===== src/rtl/pipe_hazard_ctrl.sv =====
// Hazard detection and operand forwarding for the in-order pipeline.
// A shift register tracks every in-flight destination from EX (stage 0) to
// WB (stage DEPTH-1). ID is stalled while a hitting producer is too young to
// forward; the EX instruction's operands take the youngest matching producer.
module pipe_hazard_ctrl #(
   parameter int unsigned REG_AW   = 5,
   parameter int unsigned DEPTH    = 3,
   parameter int unsigned LOAD_LAT = 1,
   parameter int unsigned CNT_W    = 16,
   localparam int unsigned FSEL_W  = $clog2(DEPTH)
) (
   input  logic              clk,
   input  logic              rst,
   input  logic              id_valid,
   input  logic [REG_AW-1:0] id_rs,
   input  logic [REG_AW-1:0] id_rt,
   input  logic              id_use_rs,
   input  logic              id_use_rt,
   input  logic [REG_AW-1:0] id_rd,
   input  logic              id_reg_write,
   input  logic              id_mem_read,
   input  logic              flush_ex,
   output logic              stall,
   output logic              pc_write,
   output logic [FSEL_W-1:0] fwd_sel_a,
   output logic [FSEL_W-1:0] fwd_sel_b,
   output logic [CNT_W-1:0]  stall_cnt
);

   // Tracker state, one bit/field per stage
   logic [DEPTH-1:0]  vld_q, vld_d;
   logic [DEPTH-1:0]  wr_q, wr_d;
   logic [DEPTH-1:0]  ld_q, ld_d;
   logic [REG_AW-1:0] rd_q [DEPTH];
   logic [REG_AW-1:0] rd_d [DEPTH];

   // Source operands of the instruction in EX
   logic [REG_AW-1:0] ex_rs_q, ex_rs_d;
   logic [REG_AW-1:0] ex_rt_q, ex_rt_d;
   logic              ex_use_rs_q, ex_use_rs_d;
   logic              ex_use_rt_q, ex_use_rt_d;

   logic [CNT_W-1:0]  cnt_q, cnt_d;
   logic              stall_raw;
   logic              issue;

   // Load-use detection: a hit stalls while its producer is not yet forwardable
   always_comb begin
      stall_raw = 1'b0;
      for (int k = 0; k < int'(DEPTH); k++) begin
         logic hit_rs;
         logic hit_rt;
         int   ready;
         hit_rs = id_use_rs && (id_rs != '0) && (rd_q[k] == id_rs);
         hit_rt = id_use_rt && (id_rt != '0) && (rd_q[k] == id_rt);
         ready  = ld_q[k] ? (1 + int'(LOAD_LAT)) : 1;
         if (id_valid && vld_q[k] && wr_q[k] && (hit_rs || hit_rt) && ((k + 1) < ready)) begin
            stall_raw = 1'b1;
         end
      end
      // A flushed EX slot must not hold up the front end
      stall    = stall_raw & ~flush_ex;
      pc_write = ~stall;
   end

   // Forward selects: scan oldest to youngest so the lowest stage wins
   always_comb begin
      fwd_sel_a = '0;
      fwd_sel_b = '0;
      for (int k = int'(DEPTH) - 1; k >= 1; k--) begin
         if (vld_q[k] && wr_q[k]) begin
            if (ex_use_rs_q && (ex_rs_q != '0) && (rd_q[k] == ex_rs_q)) begin
               fwd_sel_a = FSEL_W'(k);
            end
            if (ex_use_rt_q && (ex_rt_q != '0) && (rd_q[k] == ex_rt_q)) begin
               fwd_sel_b = FSEL_W'(k);
            end
         end
      end
   end

   // Tracker shift and saturating stall counter next state
   always_comb begin
      issue = id_valid & ~stall & ~flush_ex;

      vld_d[0] = issue;
      wr_d[0]  = id_reg_write;
      ld_d[0]  = id_mem_read;
      rd_d[0]  = id_rd;
      for (int k = 1; k < int'(DEPTH); k++) begin
         vld_d[k] = vld_q[k-1];
         wr_d[k]  = wr_q[k-1];
         ld_d[k]  = ld_q[k-1];
         rd_d[k]  = rd_q[k-1];
      end
      // Killed EX instruction travels on as a bubble
      vld_d[1] = vld_q[0] & ~flush_ex;

      ex_rs_d     = id_rs;
      ex_rt_d     = id_rt;
      ex_use_rs_d = issue & id_use_rs;
      ex_use_rt_d = issue & id_use_rt;

      cnt_d = cnt_q;
      if (stall && (cnt_q != {CNT_W{1'b1}})) begin
         cnt_d = cnt_q + 1'b1;
      end
   end

   assign stall_cnt = cnt_q;

   // State registers, cleared asynchronously
   always_ff @(posedge clk or posedge rst) begin
      if (rst) begin
         vld_q       <= '0;
         wr_q        <= '0;
         ld_q        <= '0;
         for (int k = 0; k < int'(DEPTH); k++) begin
            rd_q[k] <= '0;
         end
         ex_rs_q     <= '0;
         ex_rt_q     <= '0;
         ex_use_rs_q <= 1'b0;
         ex_use_rt_q <= 1'b0;
         cnt_q       <= '0;
      end else begin
         vld_q       <= vld_d;
         wr_q        <= wr_d;
         ld_q        <= ld_d;
         for (int k = 0; k < int'(DEPTH); k++) begin
            rd_q[k] <= rd_d[k];
         end
         ex_rs_q     <= ex_rs_d;
         ex_rt_q     <= ex_rt_d;
         ex_use_rs_q <= ex_use_rs_d;
         ex_use_rt_q <= ex_use_rt_d;
         cnt_q       <= cnt_d;
      end
   end

endmodule


===== config.mk =====
export PLATFORM = sky130hd
export DESIGN_NAME = pipe_hazard_ctrl
export DESIGN_NICKNAME = d
export VERILOG_FILES = /design/src/rtl/pipe_hazard_ctrl.sv
export SDC_FILE = /design/constraint.sdc
export NUM_CORES = 1
export LEC_CHECK = 0
export ABC_AREA = 1
export ABC_CLOCK_PERIOD_IN_PS = 2230
export BUFFER_PORTS_ARGS = -buffer_cell sky130_fd_sc_hd__buf_2
export CORE_MARGIN = 2
export CORE_UTILIZATION = 60
export CTS_CLUSTER_SIZE = 14
export DETAILED_ROUTE_END_ITERATION = 8
export GPL_TIMING_DRIVEN = 0
export PLACE_DENSITY = 0.87
export SLEW_MARGIN = 20
export SYNTH_ARGS = -nofsm -noshare
export SYNTH_HDL_FRONTEND = slang
export SYNTH_SLANG_ARGS = --single-unit

===== constraint.sdc =====
create_clock -name clk -period 2.23 [get_ports clk]
set_input_delay 0.446 -clock clk [delete_from_list [all_inputs] [get_ports clk]]
set_output_delay 0.446 -clock clk [all_outputs]
set_load 0.05 [all_outputs]

# After elaboration in Yosys (flattened, before gate mapping)
# Cells that the tools add are included.
[totals]
out_inout_bits = 22
regBits = 52
elab_cells = 84
[op_classes]
bitwise_logic = 8
n_reduce_logical = 36
n_eq_ne = 11
addsub = 1
n_mux = 14
n_lt_le_gt_ge = 3
[ops]
columns = ["op", "count"]
rows = [
  ["== test 5 bit", 10],
  ["logical AND 1 bit", 29],
  ["2-to-1 mux 2 bit", 11],
  ["nonzero test 5 bit", 4],
  ["adder 16 x 1 -> 16 bit (second input constant)", 1],
  ["!= test 16 bit (second input constant)", 1],
  ["bitwise AND 1 bit", 6],
  ["< comparator 2 bit (first input constant)", 2],
  ["logical OR 1 bit", 3],
  ["2-to-1 mux 1 bit", 3],
  ["< comparator 1 x 2 -> 1 bit (first input constant)", 1],
  ["inverter 1 bit", 2],
]

# Logic depth before layout (Yosys ltp)
# Gate-level depths: netlist of the first run.
[depth]
depth_word = 14
ltp_mapped = 10

# Worst setup path after synthesis of the first run
# No wires, ideal clock.
[synth_timing]
kind = "register to output"
start = "register rd_q (netlist bit rd_d[0])"
end = "output fwd_sel_b[1]"
stages_incl_launch_ff = 6
slack_ns = -1.070
t_arrival_ns = 2.854
required_time_ns = 1.784
cell_sequence = "dfrtp_1 inv_1 nand2_1 o211ai_1 nor4_1 nor2_1"
[synth_via]
elab_chain_cells = 4
[synth_rtl]
columns = ["item", "line_no", "text"]
rows = [
  ["start: declaration", "34", "logic [REG_AW-1:0] rd_q [DEPTH];"],
  ["start signal: indexed assignment", "131", "rd_q[k] <= rd_d[k];"],
  ["== test 5 bit", "75", "if (ex_use_rt_q && (ex_rt_q != '0) && (rd_q[k] == ex_rt_q)) begin"],
  ["logical AND 1 bit", "75", ""],
  ["2-to-1 mux 2 bit", "75", ""],
  ["2-to-1 mux 2 bit", "71", "if (vld_q[k] && wr_q[k]) begin"],
  ["end: declaration", "26", "output logic [FSEL_W-1:0] fwd_sel_b,"],
]
# No other way between the ends.

# Worst setup path in the final report of the first run
[layout_timing]
start = "register rd_q (netlist bit rd_d[6])"
end = "output stall"
[layout_via]
elab_chain_cells = 9
word_cells_on_any_way = 11
classes_between = "eq/ne: 2; mux: 3; bitwise: 1; reduce/logical: 5"
[layout_rtl]
columns = ["item", "line_no", "text"]
rows = [
  ["== test 5 bit (on tied branches)", "54, 55", ""],
  ["logical AND 1 bit (on tied branches)", "54, 55", ""],
  ["logical OR 1 bit *", "57", "if (id_valid && vld_q[k] && wr_q[k] && (hit_rs || hit_rt) && ((k + 1) < ready)) begin"],
  ["logical AND 1 bit * (2 in a row)", "57", ""],
  ["2-to-1 mux 1 bit * (3 in a row)", "57", ""],
  ["bitwise AND 1 bit *", "62", "stall = stall_raw & ~flush_ex;"],
  ["end: declaration", "23", "output logic stall,"],
]
# Mark *: on every way between the ends. The rest lies on a longest branch, timed or not.

==> impl_metrics.env, run 1 <==
export IMPL_worstSetupPathType="register to output port"
export IMPL_drtIter0Drc=193
export IMPL_maxSlewHeadroom_pct=73.95
export IMPL_grt_pass1_wl_um=8949
export IMPL_slew_violations=0
export IMPL_drtAntennaViolNets=0
export IMPL_syn_avg_cell_area_um2=7.944
export IMPL_seq_area_um2=1252
export IMPL_wire_per_inst_um=13.19
export IMPL_yosysTopAreaCell="dfrtp_1"
export IMPL_post_place_ws_ps=154.1
export IMPL_status="complete, no violations"
export IMPL_hold_buffers=0
export IMPL_htreeDepth=2
export IMPL_skew_ps=8.025
export IMPL_rrSetupSlack_ps=470
export IMPL_diodes=0
export IMPL_start_util_pct=62.70
export IMPL_vias_per_cell=5.216
export IMPL_p_leak_nw=1.645
export IMPL_grt_pass1_vias=1954
export IMPL_die_h_um=68.89
export IMPL_synth_xor_area_share_pct=6.934
export IMPL_dpl_hpwl_um=3971
export IMPL_rsz0062_at_grt="true"
export IMPL_gp_congestion=0.8938
export IMPL_final_util_pct=74.57
export IMPL_min_period_ps=2176
export IMPL_cts_sinks=50
export IMPL_dr_total_vias=2222
export IMPL_crit_fanout=4
export IMPL_cts_root_buf="clkbuf_8"
export IMPL_multi_input_area_um2=1085
export IMPL_synth_area_top_cells="dfrtp_1, nand2_1, inv_1"
export IMPL_die_area_um2=4745
export IMPL_drive_gt1_share_pct=21.01
export IMPL_grt_util_all_layers_pct=26.18
export IMPL_synth_top_cell_area_share_pct=49.53
export IMPL_fin_nets=399
export IMPL_drt_wl_total_um=5621
export IMPL_grt_max_degree=38
export IMPL_cts_buffers_inserted=5
export IMPL_clockBufferDepth=2
export IMPL_drc=0
export IMPL_power_density_nw_per_um2=550.9
export IMPL_dr_pass1_iters=4
export IMPL_area_delta_synth_final_pct=18.92
export IMPL_num_rows=23
export IMPL_yosys_cell_count_top_type="nand2_1"
export IMPL_critical_path_arrival_ps=1730
export IMPL_synthAdderAreaFrac_pct=0.4953
export IMPL_ys_flop_type="dfrtp_1"
export IMPL_place_port_buffers=44
export IMPL_core_area_um2=4029
export IMPL_synthArstFlopShare_pct=100.0
export IMPL_synth_compound_area_share_pct=1.684
export IMPL_grtUsageMet1_pct=36.75
export IMPL_synthTopCellsByCount="nand2_1, dfrtp_1, inv_1"
export IMPL_num_io_pins=45
export IMPL_netlist_instances=318
export IMPL_yosysWarnings=0
export IMPL_synthDistinctLibCells=23
export IMPL_power_mw=1.655
export IMPL_grt_ovfl_total=0
export IMPL_synthSimpleGateAreaFrac_pct=32.74
export IMPL_r2r_end="stall_cnt[15]"
export IMPL_ys_seq_elements=50
export IMPL_start_kind="register"
export IMPL_cp_end_kind="output port"
export IMPL_cp_required_ps=1780
export IMPL_insertion_delay_ps=300
export IMPL_fin_tns_setup_ps=0
export IMPL_fin_cells=426
export IMPL_worst_pin_slew_ps=386.6
export IMPL_synth_mux_area_share_pct=0
export IMPL_cts_tree="done"
export IMPL_netlist_area_um2=2526
export IMPL_maxCapViolCount=0
export IMPL_r2r_cells=7
export IMPL_post_route_period_util_pct=97.59
export IMPL_synth_edf_count=0
export IMPL_antenna_found_initial=0
export IMPL_r2r_start="stall_cnt[0]"
export IMPL_clk_pin_slew_ps=90
export IMPL_grt_busiest_layer="met2"
export IMPL_clock_fmax_mhz=459.5
export IMPL_yosysSeqAreaShare_pct=49.53
export IMPL_gr_usage_met3_pct=5.844
export IMPL_dp_cells=413
export IMPL_syn_nets=342
export IMPL_hp_class="primary input to asynchronous set/reset pin"
export IMPL_vdd_ir_drop_max_v=0.0006072
export IMPL_die_w_um=68.89
export IMPL_fillers=309
export IMPL_worst_slack_ps=53.75
export IMPL_hold_viol=0
export IMPL_setup_viol=0
export IMPL_synth_top_family_by_area="simple AND/OR/NAND/NOR gates"
export IMPL_gr_usage_met2_pct=41.59
-- sequential cells by signal, summed over array words and instances, names as in the netlist --
register     cells
ex_rt_q          5
ex_rs_q          5
wr_q             3
ex_use_rt_q      1
stall_cnt       16
ex_use_rs_q      1
rd_d            10
vld_q            3
rd_q             5
ld_q             1
-- metal layers --
layer / up-vias / wire length (um)
met5: - / 0
met1: 1031 / 2513
met4: 0 / 72
met2: 68 / 2754
met3: 10 / 281
li1: 1113 / -
-- layout by cell type, fill, tap and decap left out --
cell,count
nand2_1,101
nor3_1,3
xnor2_1,11
clkbuf_4,2
buf_2,43
inv_2,3
nor2_4,1
nor4_1,2
buf_12,1
nand4_4,1
clkinv_2,1
a21oi_1,3
o21ai_0,4
o211ai_1,1
dfrtp_2,1
buf_4,7
xor2_1,9
or2_2,1
nor4_4,1
clkbuf_8,6
nor2_1,34
nand3_1,10
nand3b_1,2
buf_6,3
nand4_1,22
nor2_2,4
inv_1,44
ha_1,1
nand2_2,2
dfrtp_1,49
nand3_2,2
clkbuf_1,1
-- worst max-delay path, stage by stage (launching register included) --
cell,delay (ps)
dfrtp_1,390
inv_1,80
nand2_1,70
nand2_1,80
nor2_2,120
nand4_1,130
nand2_2,130
buf_6,110
nand2_1,80
inv_1,90
buf_6,150
-- stage by stage --
step | hold WS (ps) | cell area (um2)
final | 88.58 | 3004
after global routing | 100.7 | 3004
after CTS | 100.6 | 2953
after detailed placement | 359.6 | 2846
after global placement | 356.8 | 2826
after floorplan | 353.5 | 2544
-- worst max path at each step --
stage               startpoint      end
global route           rd_d[6]    stall
global placement           rst  rd_d[8]
finish                 rd_d[6]    stall
CTS                    rd_d[7]    stall
detailed placement    id_rt[1]    stall
floorplan             id_rt[0]    stall
-- power breakdown --
group	total, mW	internal (mW)	switching [mW]
Sequential	0.968	0.938	0.0300
Clock	0.534	0.251	0.284
Combinational	0.153	0.0616	0.0917
-- area by class of cell --
class,instances,share of cell area [%]
timing repair buffer,50,9.704
clock buffer,7,2.874
sequential,50,41.69
tap,50,2.082
clock inverter,1,0.1666
buffer,6,1.499
multi-input combinational,215,36.11
inverter,47,5.873
-- logic make-up after synthesis --
kind of cell,count (synthesis)
AOI/OAI and AO/OA,8
and+or+nand+nor,186
xor gates and xnor gates,20
adders and majority gates,1
DFF,50
buffers and inverters,53
-- repair_timing --
action                     in CTS  in global routing
gates resized for setup         5                  8
buffers inserted                0                  5
cloned                          0                  0
pin swaps                       0                  2
setup endpoints to repair       2                  4
Power figures use the tool's default switching activity.
==> run 2, diff against run 1 <==
- CORE_MARGIN: 2 -> 1
==> run 2 against run 1 <==
  * Core utilization grew 0.31 points
  * Worst setup slack gained 38 ps
  * Register-to-register slack is essentially flat
  * Final area grew 0.42%
  * Clock power grew 18%
  * Largest power group unchanged
==> impl_metrics.env, run 2 (synthesized netlist as in run 1, its figures left out) <==
export IMPL_grt_pass1_vias=1907
export IMPL_dp_cells=413
export IMPL_critical_path_arrival_ps=1690
export IMPL_cts_buffers_inserted=5
export IMPL_die_area_um2=4474
export IMPL_cts_sinks=50
export IMPL_vias_per_cell=5.333
export IMPL_htreeDepth=2
export IMPL_fin_nets=399
export IMPL_die_h_um=66.89
export IMPL_fin_cells=426
export IMPL_hp_class="primary input to asynchronous set/reset pin"
export IMPL_grt_ovfl_total=0
export IMPL_grt_busiest_layer="met2"
export IMPL_num_rows=23
export IMPL_cp_required_ps=1780
export IMPL_final_common_cell="nand2_1"
export IMPL_start_util_pct=62.70
export IMPL_p_sw_share_pct=24.07
export IMPL_drt_wl_total_um=5667
export IMPL_maxCapViolCount=0
export IMPL_dr_total_vias=2272
export IMPL_drtIter0Drc=184
export IMPL_grt_max_degree=39
export IMPL_grt_util_all_layers_pct=27.11
export IMPL_rrSetupSlack_ps=460
export IMPL_internal_power_mw=1.329
export IMPL_largest_reg_flops=16
export IMPL_skew_ps=8.273
export IMPL_gr_usage_met3_pct=6.507
export IMPL_pwr_share_comb_pct=8.8
export IMPL_timing_critical_path_buf_inv=2
export IMPL_cts_tree="done"
export IMPL_drtAntennaViolNets=0
export IMPL_max_stage_delay_ps=440
export IMPL_min_period_ps=2138
export IMPL_path_delay_family="simple AND/OR/NAND/NOR gates"
export IMPL_cp_end_kind="output port"
export IMPL_start_kind="register"
export IMPL_fin_hold_ws_ps=68.53
export IMPL_setup_viol=0
export IMPL_gp_congestion=0.9477
export IMPL_hold_viol=0
export IMPL_num_io_pins=45
export IMPL_drive_gt1_share_pct=20.74
export IMPL_placed_area_um2=2846
export IMPL_diodes=0
export IMPL_grtUsageMet1_pct=36.92
export IMPL_worst_pin_slew_ps=398.6
export IMPL_hold_buffers=0
export IMPL_cts_root_buf="clkbuf_8"
export IMPL_insertion_delay_ps=310
export IMPL_clk_pin_slew_ps=90
export IMPL_fillers=300
export IMPL_clock_fmax_mhz=467.7
export IMPL_core_area_um2=4029
export IMPL_dpl_hpwl_um=3933
export IMPL_vdd_ir_drop_max_v=0.0004951
export IMPL_power_frac_seq_pct=55.3
export IMPL_maxSlewHeadroom_pct=73.15
export IMPL_drc=0
export IMPL_dr_pass1_iters=5
export IMPL_clockBufferDepth=2
export IMPL_antenna_found_initial=0
export IMPL_path_cells="nand2_1 -> nand2_1 -> nor2_1 -> nand4_1 -> nand2_2 -> buf_6 -> nand2_2 -> buf_2"
export IMPL_p_leak_nw=1.655
export IMPL_slew_violations=0
export IMPL_status="complete, no violations"
export IMPL_crit_fanout=4
export IMPL_die_w_um=66.89
export IMPL_power_density_nw_per_um2=580.0
export IMPL_layout_common_cells="nand2_1, dfrtp_1, buf_2"
export IMPL_p_switching_mw=0.4211
export IMPL_gr_usage_met2_pct=40.40
export IMPL_post_route_period_util_pct=95.88
export IMPL_place_port_buffers=44
export IMPL_pwr_share_clk_pct=35.9
export IMPL_grt_pass1_wl_um=8707
export IMPL_final_area_um2=3017
export IMPL_slowest_stage="dfrtp_1"
export IMPL_wire_per_inst_um=13.30
export IMPL_worstSetupPathType="register to output port"
export IMPL_area_delta_synth_final_pct=19.42
==> run 2: cell types whose count changed in the layout (fill, tap and decap cells not counted), sizes merged <==
cell | before | now
buf | 54 | 55
bufinv | 0 | 1
clkbuf | 9 | 6
clkinv | 1 | 2
==> run 2: final timing paths <==
path | startpoint | to | cells past startpoint
min | rst | stall_cnt[1] | 2
min reg2reg | wr_q[1] | wr_q[2] | 0
max in group asynchronous | rst | stall_cnt[14] | 3
max | rd_d[6] | pc_write | 8
max reg2reg | stall_cnt[0] | stall_cnt[15] | 7
min in group clk | id_rd[0] | rd_d[5] | 1
==> run 2: per-stage QoR <==
step	power [mW]	util [%]	setup TNS [ps]	setup WS, ps
global placement	1.116	70.16	0	43.45
floorplan	1.067	-	0	41.84
global route	1.809	74.88	-15.19	-11.71
finish	1.750	74.88	0	91.87
detailed placement	1.127	70.65	0	133.2
CTS	1.760	73.79	0	3.279
==> run 2: layout make-up <==
class	count	area, um2	share of cell area (%)
Buffer	6	45.04	1.493
Clock buffer	5	68.82	2.281
Clock inverter	3	40.04	1.327
Inverter	47	176.4	5.848
Multi-Input combinational cell	215	1086	36.00
Sequential cell	50	1251	41.48
Tap cell	50	62.56	2.074
Timing Repair Buffer	50	286.5	9.498
==> run 2: layer usage <==
metal  up-vias  part of all wire (%)
met2       106                    46
met3        11                   6.6
met4         0                   2.0
li1       1107                     -
met5         -                     0
met1      1048                    45
==> run 2: what timing repair did <==
action                                 4_1_cts  5_1_grt
buffers inserted                             1        4
endpoints found under the hold margin        0        0
setup endpoints to repair                    2        3
gates resized for setup                      3        6
pin swaps                                    0        4
==> run 2: power by group through the flow <==
stage / registers, mW / clock network (mW) / logic (mW)
after global routing: 0.972 / 0.666 / 0.171
after floorplan: 0.979 / 0 / 0.0880
after detailed placement: 0.985 / 0 / 0.142
final: 0.968 / 0.628 / 0.154
after global placement: 0.983 / 0 / 0.133
after CTS: 0.967 / 0.646 / 0.147
==> run 2: worst register-to-register path, delay by kind of cell, from the launching register on <==
kind,cells,cell delay [ps]
adders and majority gates,1,240
and+or+nand+nor,5,720
DFF,1,460
buffers and inverters,1,240
==> run 3, diff against run 2 <==
- SETUP_SLACK_MARGIN: not set -> 0.15
==> run 3 against run 2 <==
  * Sequential share of layout area shrank 0.49 points
  * Worst setup slack gained 76 ps
  * Cell count grew 0.23%
  * Critical path type unchanged
  * Worst hold slack gained 41 ps
  * Core utilization grew 0.96 points
  * Count of clock-buffer cells in the layout grew 1
  * Global-route usage shrank 0.44 points
  * Clock skew shrank 4.6 ps
  * Non-clock buffer count grew 1
  * Die area is the same
  * Total power shrank 5.9%
  * Largest cell class unchanged
  * Combinational power grew 5%
==> impl_metrics.env, run 3 (synthesized netlist as in run 1, its figures left out) <==
export IMPL_status="complete, no violations"
export IMPL_rsz0062_at_grt="true"
export IMPL_vdd_ir_drop_max_v=0.0007862
export IMPL_path_cells="xnor2_2 -> nand3_1 -> nor4_2 -> nand3_1 -> nor2_2 -> buf_6"
export IMPL_maxSlewHeadroom_pct=73.55
export IMPL_core_area_um2=4029
export IMPL_fin_tns_setup_ps=0
export IMPL_drive_gt1_share_pct=22.81
export IMPL_area_delta_synth_final_pct=20.95
export IMPL_drtIter0Drc=233
export IMPL_cp_end_kind="output port"
export IMPL_place_port_buffers=44
export IMPL_gp_congestion=0.8882
export IMPL_r2r_end="stall_cnt[15]"
export IMPL_r2r_cells=7
export IMPL_wire_per_inst_um=13.24
export IMPL_worstSetupPathType="register to output port"
export IMPL_cts_tree="done"
export IMPL_min_period_ps=2062
export IMPL_vias_per_cell=5.412
export IMPL_start_util_pct=62.70
export IMPL_drt_wl_total_um=5652
export IMPL_clk_pin_slew_ps=90
export IMPL_hold_buffers=0
export IMPL_grt_max_degree=36
export IMPL_start_kind="register"
export IMPL_htreeDepth=2
export IMPL_worst_pin_slew_ps=392.5
export IMPL_diodes=0
export IMPL_dpl_hpwl_um=3853
export IMPL_hold_viol=0
export IMPL_die_w_um=66.89
export IMPL_slew_violations=0
export IMPL_maxCapViolCount=0
export IMPL_max_stage_delay_ps=450
export IMPL_timing_critical_path_buf_inv=1
export IMPL_drtAntennaViolNets=0
export IMPL_cts_sinks=50
export IMPL_dr_total_vias=2311
export IMPL_antenna_found_initial=0
export IMPL_num_io_pins=45
export IMPL_post_route_period_util_pct=92.47
export IMPL_crit_fanout=3
export IMPL_insertion_delay_ps=300
export IMPL_critical_path_arrival_ps=1620
export IMPL_grt_pass1_vias=1996
export IMPL_fin_nets=400
export IMPL_slowest_stage="dfrtp_2"
export IMPL_r2r_start="stall_cnt[0]"
export IMPL_die_area_um2=4474
export IMPL_largest_reg_flops=16
export IMPL_cts_buffers_inserted=5
export IMPL_grt_util_all_layers_pct=26.67
export IMPL_rrSetupSlack_ps=480
export IMPL_skew_ps=3.659
export IMPL_fin_hold_ws_ps=109.3
export IMPL_final_common_cell="nand2_1"
export IMPL_path_delay_family="simple AND/OR/NAND/NOR gates"
export IMPL_crit_top_cell="nand3_1"
export IMPL_grt_ovfl_total=0
export IMPL_cp_required_ps=1780
export IMPL_setup_viol=0
export IMPL_clock_fmax_mhz=485.0
export IMPL_clockBufferDepth=2
export IMPL_drc=0
export IMPL_fillers=302
export IMPL_hp_class="primary input to asynchronous set/reset pin"
export IMPL_worst_slack_ps=168.0
export IMPL_dp_cells=413
export IMPL_post_place_ws_ps=174.1
export IMPL_layout_common_cells="nand2_1, dfrtp_1, inv_1"
export IMPL_cts_root_buf="clkbuf_8"
export IMPL_grt_pass1_wl_um=8790
export IMPL_die_h_um=66.89
export IMPL_dr_pass1_iters=5
export IMPL_power_density_nw_per_um2=538.9
export IMPL_num_rows=23
export IMPL_fin_cells=427
export IMPL_p_leak_nw=1.661
## run 3: metal layers
metal | GRT usage [%] | vias to the layer above | wire length [um]
li1 | - | 1111 | -
met1 | 36.08 | 1068 | 2470
met2 | 41.54 | 110 | 2719
met3 | 5.651 | 22 | 311
met4 | 10.64 | 0 | 150
met5 | 0 | - | 0
## run 3: power by group
| part | switching, mW | leakage (nW) | internal [mW] |
|---|---|---|---|
| logic | 0.0962 | 0.989 | 0.0644 |
| registers | 0.0305 | 0.627 | 0.938 |
| clock network | 0.296 | 0.0452 | 0.222 |
| total | 0.423 | 1.66 | 1.22 |
## run 3: worst max path at each step
stage	startpoint	end	slack [ps]	cells after the start
floorplan	rd_d[0]	fwd_sel_b[1]	80	5
global placement	rst	rd_d[8]	50	2
detailed placement	id_rt[3]	stall	170	11
CTS	rd_d[7]	stall	140	10
global route	rd_d[6]	stall	90	10
finish	ex_rs_q[2]	fwd_sel_a[1]	170	6
## run 3: per-stage QoR
stage	area, um2	total power [mW]	utilization (%)
3_3_place_gp	2833	1.116	70.31
6_report	3055	1.647	75.84
5_1_grt	3055	1.708	75.84
4_1_cts	2980	1.645	73.98
3_5_place_dp	2853	1.126	70.81
2_1_floorplan	2550	1.068	-
## run 3: repair_timing
| item | in CTS | in global routing |
|---|---|---|
| endpoints found under the setup margin | 4 | 5 |
| buffers inserted | 2 | 4 |
| endpoints found under the hold margin | 0 | 0 |
| resized for setup | 8 | 17 |
| pin swaps | 0 | 5 |
## run 3: layout make-up
cell class / instances / area (um2) / area share (%)
buffer: 6 / 47.55 / 1.556
clock buffer: 6 / 72.57 / 2.375
clock inverter: 2 / 13.76 / 0.4505
inverter: 47 / 180.2 / 5.897
multi-input combinational: 215 / 1117 / 36.57
sequential: 50 / 1252 / 40.99
tap: 50 / 62.56 / 2.048
timing repair buffer: 51 / 309.0 / 10.11
